$ cat src/rtl/trace_match_trigger.sv
// Event FIFO: first-word-fall-through store of {rule, timestamp} records.
// Latency: a record pushed in cycle t is visible at data_o in cycle t+1.
// Backpressure: none upstream; a push into a full FIFO without a pop is refused.
module trace_match_trigger_fifo #(
    parameter int pDW    = 64,
    parameter int pDEPTH = 16
) (
    input  logic           clk_i,
    input  logic           reset_i,
    input  logic           push_i,
    input  logic [pDW-1:0] data_i,
    input  logic           pop_i,
    output logic [pDW-1:0] data_o,
    output logic           empty_o,
    output logic           full_o
);
    localparam int AW = $clog2(pDEPTH);

    logic [pDW-1:0] mem_q [pDEPTH];
    logic [AW-1:0]  wr_ptr_q, wr_ptr_d;
    logic [AW-1:0]  rd_ptr_q, rd_ptr_d;
    logic [AW:0]    cnt_q, cnt_d;
    logic           wr_ok;
    logic           rd_ok;

    assign empty_o = (cnt_q == '0);
    assign full_o  = (cnt_q == (AW+1)'(pDEPTH));
    // A pop frees a slot in the same cycle, so push+pop at full is accepted.
    assign wr_ok   = push_i && (!full_o || pop_i);
    assign rd_ok   = pop_i && !empty_o;
    // Unread storage is masked so the head reads as zero while empty.
    assign data_o  = empty_o ? '0 : mem_q[rd_ptr_q];

    // Pointer and occupancy next-state.
    always_comb begin
        wr_ptr_d = wr_ptr_q;
        rd_ptr_d = rd_ptr_q;
        cnt_d    = cnt_q;
        if (wr_ok) begin
            wr_ptr_d = wr_ptr_q + AW'(1);
        end
        if (rd_ok) begin
            rd_ptr_d = rd_ptr_q + AW'(1);
        end
        case ({wr_ok, rd_ok})
            2'b10:   cnt_d = cnt_q + (AW+1)'(1);
            2'b01:   cnt_d = cnt_q - (AW+1)'(1);
            default: cnt_d = cnt_q;
        endcase
    end

    // Pointer and occupancy registers.
    always_ff @(posedge clk_i) begin
        if (reset_i) begin
            wr_ptr_q <= '0;
            rd_ptr_q <= '0;
            cnt_q    <= '0;
        end else begin
            wr_ptr_q <= wr_ptr_d;
            rd_ptr_q <= rd_ptr_d;
            cnt_q    <= cnt_d;
        end
    end

    // Storage write; contents need no reset because the output is gated by empty.
    always_ff @(posedge clk_i) begin
        if (wr_ok) begin
            mem_q[wr_ptr_q] <= data_i;
        end
    end
endmodule

// Trace matcher: N masked rules over a byte window, arm/one-shot trigger, event log.
// Latency: byte accepted in cycle t gives O_match / O_trigger / FIFO push in cycle t+1.
// Backpressure: none; bytes are always accepted, events are dropped (sticky flag) when the FIFO is full.
module trace_match_trigger #(
    parameter int pNUM_RULES    = 8,
    parameter int pWINDOW_BYTES = 8,
    parameter int pTS_WIDTH     = 56,
    parameter int pFIFO_DEPTH   = 16
) (
    input  logic                       trace_clk,
    input  logic                       reset,
    input  logic [7:0]                 I_data,
    input  logic                       I_data_valid,
    input  logic [pNUM_RULES*64-1:0]   I_pattern,
    input  logic [pNUM_RULES*64-1:0]   I_mask,
    input  logic [pNUM_RULES-1:0]      I_pattern_enable,
    input  logic [pNUM_RULES-1:0]      I_trig_enable,
    input  logic                       I_trig_toggle,
    input  logic                       I_oneshot,
    input  logic                       I_capture_enable,
    input  logic                       I_arm,
    input  logic                       I_fifo_rd,
    output logic [pNUM_RULES-1:0]      O_match,
    output logic                       O_trigger,
    output logic                       O_armed,
    output logic [63:0]                O_fifo_data,
    output logic                       O_fifo_empty,
    output logic                       O_fifo_overflow
);
    localparam int WB = pWINDOW_BYTES * 8;
    localparam int FW = $clog2(pWINDOW_BYTES + 1);

    typedef enum logic [1:0] {
        ST_IDLE  = 2'd0,
        ST_ARMED = 2'd1,
        ST_DONE  = 2'd2
    } state_t;

    state_t                 state_q, state_d;
    logic [WB-1:0]          win_q, win_d, win_shift;
    logic [FW-1:0]          fill_q, fill_d, fill_inc;
    logic [pTS_WIDTH-1:0]   ts_q;
    logic [pNUM_RULES-1:0]  match_q, match_d;
    logic                   trig_q, trig_d;
    logic                   tog_q;
    logic                   ovf_q, ovf_d;
    logic [FW-1:0]          need [pNUM_RULES];
    logic [pNUM_RULES-1:0]  hit;
    logic [7:0]             low_id;
    logic                   fire;
    logic                   push;
    logic                   fifo_full;

    // New byte enters at the low end; older bytes move toward the top.
    generate
        if (pWINDOW_BYTES > 1) begin : g_shift
            assign win_shift = {win_q[WB-9:0], I_data};
        end else begin : g_single
            assign win_shift = I_data;
        end
    endgenerate

    assign fill_inc = (fill_q == FW'(pWINDOW_BYTES)) ? fill_q : fill_q + FW'(1);

    // Window and fill advance only on accepted bytes.
    always_comb begin
        win_d  = win_q;
        fill_d = fill_q;
        if (I_data_valid) begin
            win_d  = win_shift;
            fill_d = fill_inc;
        end
    end

    // Per rule: bytes that must be present = highest masked byte index + 1 (0 = empty mask).
    always_comb begin
        for (int r = 0; r < pNUM_RULES; r++) begin
            need[r] = '0;
            for (int b = 0; b < pWINDOW_BYTES; b++) begin
                if (|I_mask[r*64 + b*8 +: 8]) begin
                    need[r] = FW'(b + 1);
                end
            end
        end
    end

    // Rule hits against the post-shift window, only on accepted bytes.
    always_comb begin
        hit = '0;
        for (int r = 0; r < pNUM_RULES; r++) begin
            hit[r] = I_data_valid
                  && I_pattern_enable[r]
                  && (need[r] != '0)
                  && (fill_inc >= need[r])
                  && (((win_shift ^ I_pattern[r*64 +: WB]) & I_mask[r*64 +: WB]) == '0);
        end
    end

    // Lowest-index hitting rule names the logged event.
    always_comb begin
        low_id = '0;
        for (int r = pNUM_RULES - 1; r >= 0; r--) begin
            if (hit[r]) begin
                low_id = 8'(r);
            end
        end
    end

    assign match_d = hit;
    assign push    = I_capture_enable && (|hit);

    // Arm FSM: arm wins over a coincident hit, so that hit never fires.
    always_comb begin
        state_d = state_q;
        fire    = 1'b0;
        if (I_arm) begin
            state_d = ST_ARMED;
        end else if ((state_q == ST_ARMED) && (|(hit & I_trig_enable))) begin
            fire = 1'b1;
            if (I_oneshot) begin
                state_d = ST_DONE;
            end
        end
    end

    // Trigger level: a mode change clears it, else pulse on fire or toggle on fire.
    always_comb begin
        trig_d = trig_q;
        if (I_trig_toggle != tog_q) begin
            trig_d = 1'b0;
        end else if (I_trig_toggle) begin
            trig_d = trig_q ^ fire;
        end else begin
            trig_d = fire;
        end
    end

    // Sticky overflow: arm clears it, a refused push sets it (set wins if both).
    always_comb begin
        ovf_d = ovf_q;
        if (I_arm) begin
            ovf_d = 1'b0;
        end
        if (push && fifo_full && !I_fifo_rd) begin
            ovf_d = 1'b1;
        end
    end

    // State registers; everything returns to its idle value on reset.
    always_ff @(posedge trace_clk) begin
        if (reset) begin
            state_q <= ST_IDLE;
            win_q   <= '0;
            fill_q  <= '0;
            ts_q    <= '0;
            match_q <= '0;
            trig_q  <= 1'b0;
            tog_q   <= 1'b0;
            ovf_q   <= 1'b0;
        end else begin
            state_q <= state_d;
            win_q   <= win_d;
            fill_q  <= fill_d;
            ts_q    <= ts_q + pTS_WIDTH'(1);
            match_q <= match_d;
            trig_q  <= trig_d;
            tog_q   <= I_trig_toggle;
            ovf_q   <= ovf_d;
        end
    end

    trace_match_trigger_fifo #(
        .pDW    (64),
        .pDEPTH (pFIFO_DEPTH)
    ) u_fifo (
        .clk_i   (trace_clk),
        .reset_i (reset),
        .push_i  (push),
        .data_i  ({low_id, 56'(ts_q)}),
        .pop_i   (I_fifo_rd),
        .data_o  (O_fifo_data),
        .empty_o (O_fifo_empty),
        .full_o  (fifo_full)
    );

    assign O_match         = match_q;
    assign O_trigger       = trig_q;
    assign O_armed         = (state_q == ST_ARMED);
    assign O_fifo_overflow = ovf_q;
endmodule

$ cat config.mk
export PLATFORM = sky130hd
export DESIGN_NAME = trace_match_trigger
export DESIGN_NICKNAME = d
export VERILOG_FILES = /design/src/rtl/trace_match_trigger.sv
export SDC_FILE = /design/constraint.sdc
export NUM_CORES = 2
export LEC_CHECK = 0
export ABC_AREA = 1
export CORE_ASPECT_RATIO = 0.7
export CORE_MARGIN = 1
export CORE_UTILIZATION = 35
export CTS_BUF_LIST = sky130_fd_sc_hd__clkbuf_2 sky130_fd_sc_hd__clkbuf_4 sky130_fd_sc_hd__clkbuf_8
export DETAILED_ROUTE_END_ITERATION = 10
export PLACE_DENSITY = 0.55
export SYNTH_ARGS = -nofsm -noshare
export SYNTH_HDL_FRONTEND = slang
export SYNTH_HIERARCHICAL = 1
export SYNTH_SLANG_ARGS = --single-unit
$ cat constraint.sdc
create_clock -name trace_clk -period 10.1 [get_ports trace_clk]
set_input_delay 2.02 -clock trace_clk [delete_from_list [all_inputs] [get_ports trace_clk]]
set_output_delay 2.02 -clock trace_clk [all_outputs]
set_load 0.01 [all_outputs]
==> impl_metrics.toml <==
[clocking]
clock_sinks = 1170
cts_made_buffers = 171
clk_latency_ps = 910
clock_path_buffers = 3
cts_setup_buffers = 0
clk_root_buffer_cell = "clkbuf_8"
cts-htree-levels = 4
cts_resized = 0
cts_tree = "done"
clk_pin_slew_ps = 70
ctsHoldBuffers = 0

[timing]
setup_tns_ps = 0
setup_viol = 0
fin_skew_ps = 72.7
hold_viol = 0
rsz0062_at_grt = "false"
max_freq_mhz = 144
period_needed_ps = 6930
worstMarginPinSlew_ps = 1410
report.final.slew_viol_count = 0
period_share = 0.686
fin_hold_ws_ps = 472
slew-limit-headroom = 0.0627

[placement]
placed_area_um2 = 78800
port_buffers = 1131
routabilityCongestion = 1.11
hpwl_mm = 341

[route]
firstDrtPassIters = 9
wl_per_cell_um = 35.0
vias = 66700
drt_iter0_markers = 11300
via_per_inst = 5.46
drtAntennaViolNets = 0
drc = 0
routed_wl_mm = 427

[worst_setup_path]
crit_slowest_cell = "nor3b_1"
cpPeakStageDelay_ps = 980
path_common_cell = "nand2_1"
critical_path.max_fanout = 24
crit_required_ps = 10850
critPathKind = "in2reg"
critical_path_arrival_ps = 7680
start_kind = "input pin"
cp-end-kind = "flop"

[yosys]
synth_cells = 8310
yosysUniqueCellTypes = 47
netlist_area_um2 = 64700
ys_async_sr_fraction = 0
synth_flop_cell = "edfxtp_1"
synth_top_cell_area_share = 0.475
yosysWarnings = 6
synth.avg_cell_area_um2 = 7.79
synth.yosys.seq_area_share = 0.520
synth-edff-count = 1024
post-synth-top-area-cell = "edfxtp_1"
ys_ff_latch = 1170
ys_top_cells_by_area = "edfxtp_1 (48%), nand2_1 (17%), nand3_1 (8.7%)"

[run_status]
outcome = "finished, final reports clean"

[cells_and_area]
fin_nets = 10600
fin_area_um2 = 82700
multi_input_area_um2 = 26000
fillerInstances = 18200
seq_area_um2 = 33700
utilization = 0.452
drive_gt1_frac = 0.0674
areaGrowthSynthToFinish_pct = 27.8

[die]
ioPinCount = 1132
die_y_um = 362
chipWidth_um = 516
start_util = 0.354
core-area_um2 = 183000
fp.dieArea_um2 = 187000
fp-row-count = 131

[pwr]
p_leak_nw = 35.4
peakVddDrop_v = 0.000173
power_density_nw_per_um2 = 169

[global_route]
track_usage = 0.446
grt-ovfl-total = 0
grt_pass1_wl_mm = 547
antenna_found_initial = 209
first_global_vias = 57700
grt_start_max_net_pins = 199

[worst_hold_path]
min_path_type = "reg2reg"

[job]
maxCapViolations = 0
==> cells in the mapped netlist, types with 9 or more instances <==
library cell	count
a21boi_0	9
a21oi_1	210
and2_1	10
buf_1	15
buf_2	169
buf_4	12
buf_6	28
clkbuf_1	94
dfxtp_1	146
edfxtp_1	1024
ha_1	44
inv_1	1001
nand2_1	3016
nand3_1	1130
nand3b_1	19
nand4_1	126
nor2_1	727
nor3_1	71
nor3b_1	18
nor4_1	9
o21ai_0	128
or2_2	200
xor2_1	34
==> cell type report <==
class | count | share of cell area
flip-flops and latches | 1170 | 0.407
multi-input cells | 5889 | 0.314
repair buffers | 1234 | 0.148
inverters | 1012 | 0.0462
clock buffers | 257 | 0.0372
well taps | 2460 | 0.0372
clock inverters | 55 | 0.00667
diodes | 134 | 0.00405
==> power by group <==
group | leakage (nW) | internal, mW | switching, mW | total (mW)
clock network | 1.93 | 2.14 | 2.02 | 4.16
registers | 11.9 | 5.23 | 0.106 | 5.33
logic | 21.5 | 1.40 | 3.13 | 4.52
==> worst paths after layout <==
| kind | slack (ps) | cells after the start | from | end |
|---|---|---|---|---|
| max reg2reg | 3950 | 26 | win_q[8] | u_fifo/cnt_q[4] |
| min reg2reg | 470 | 2 | state_q[1] | state_q[1] |
| max | 3170 | 32 | I_mask[245] | u_fifo/cnt_q[4] |
| min | 470 | 2 | state_q[1] | state_q[1] |
==> metal layers <==
metal / track usage / up-vias / wire (um)
met1: 0.614 / 31600 / 176000
met3: 0.136 / 884 / 53200
met4: 0.290 / 38 / 28800
met5: 0 / - / 239
li1: - / 29200 / -
met2: 0.598 / 4870 / 169000
==> cells by family after synthesis <==
| family | share of synthesized area |
|---|---|
| AND/OR/NAND/NOR | 0.352 |
| buffers and inverters | 0.0844 |
| flip-flops | 0.520 |
| AO/OA/AOI/OAI | 0.0298 |
| adder cells (fa/ha/maj) | 0.00851 |
| XOR/XNOR | 0.00514 |
| other | 0.0000579 |
==> registers in the layout, indices dropped and copies added (netlist names), named ones only <==
signal / cells
u_fifo/mem_q: 1024
O_fifo_overflow: 1
state_q: 2
O_match: 8
u_fifo/cnt_q: 5
win_q: 56
u_fifo/wr_ptr_q: 4
O_trigger: 1
ts_q: 56
tog_q: 1
fill_q: 4
u_fifo/rd_ptr_q: 4
==> worst max-delay path, delay by kind of cell <==
kind,cells,cell delay [ps]
adder cells (fa/ha/maj),3,640
buffers and inverters,5,830
AND/OR/NAND/NOR,22,3750
AO/OA/AOI/OAI,2,460
==> cells in the final DEF, fill, tap and decap left out, drive strengths merged, types with 6 or more instances in the layout <==
| cell | n |
|---|---|
| clkinv | 42 |
| and2 | 13 |
| conb | 80 |
| nand3b | 19 |
| o21ai | 130 |
| nor3 | 76 |
| edfxtp | 1024 |
| nor3b | 18 |
| nor2 | 736 |
| a21oi | 210 |
| a21boi | 9 |
| nor4 | 10 |
| bufinv | 6 |
| clkdlybuf4s50 | 1129 |
| nand2 | 3020 |
| dfxtp | 146 |
| nand4 | 127 |
| inv | 1017 |
| clkbuf | 257 |
| buf | 105 |
| diode | 134 |
| nand3 | 1132 |
| or2 | 200 |
| xor2 | 34 |
| ha | 44 |
==> per-stage QoR <==
| stage | power (mW) | instances | worst slack [ps] |
|---|---|---|---|
| after detailed placement | 9.78 | 11800 | 2580 |
| final | 14.0 | 12200 | 3170 |
| after global routing | 14.5 | 12200 | 2900 |
| after global placement | 9.77 | 11800 | 2410 |
| after CTS | 13.9 | 12100 | 3390 |
| after floorplan | 7.74 | 8389 | 785 |
(Power assumes the default switching activity.)
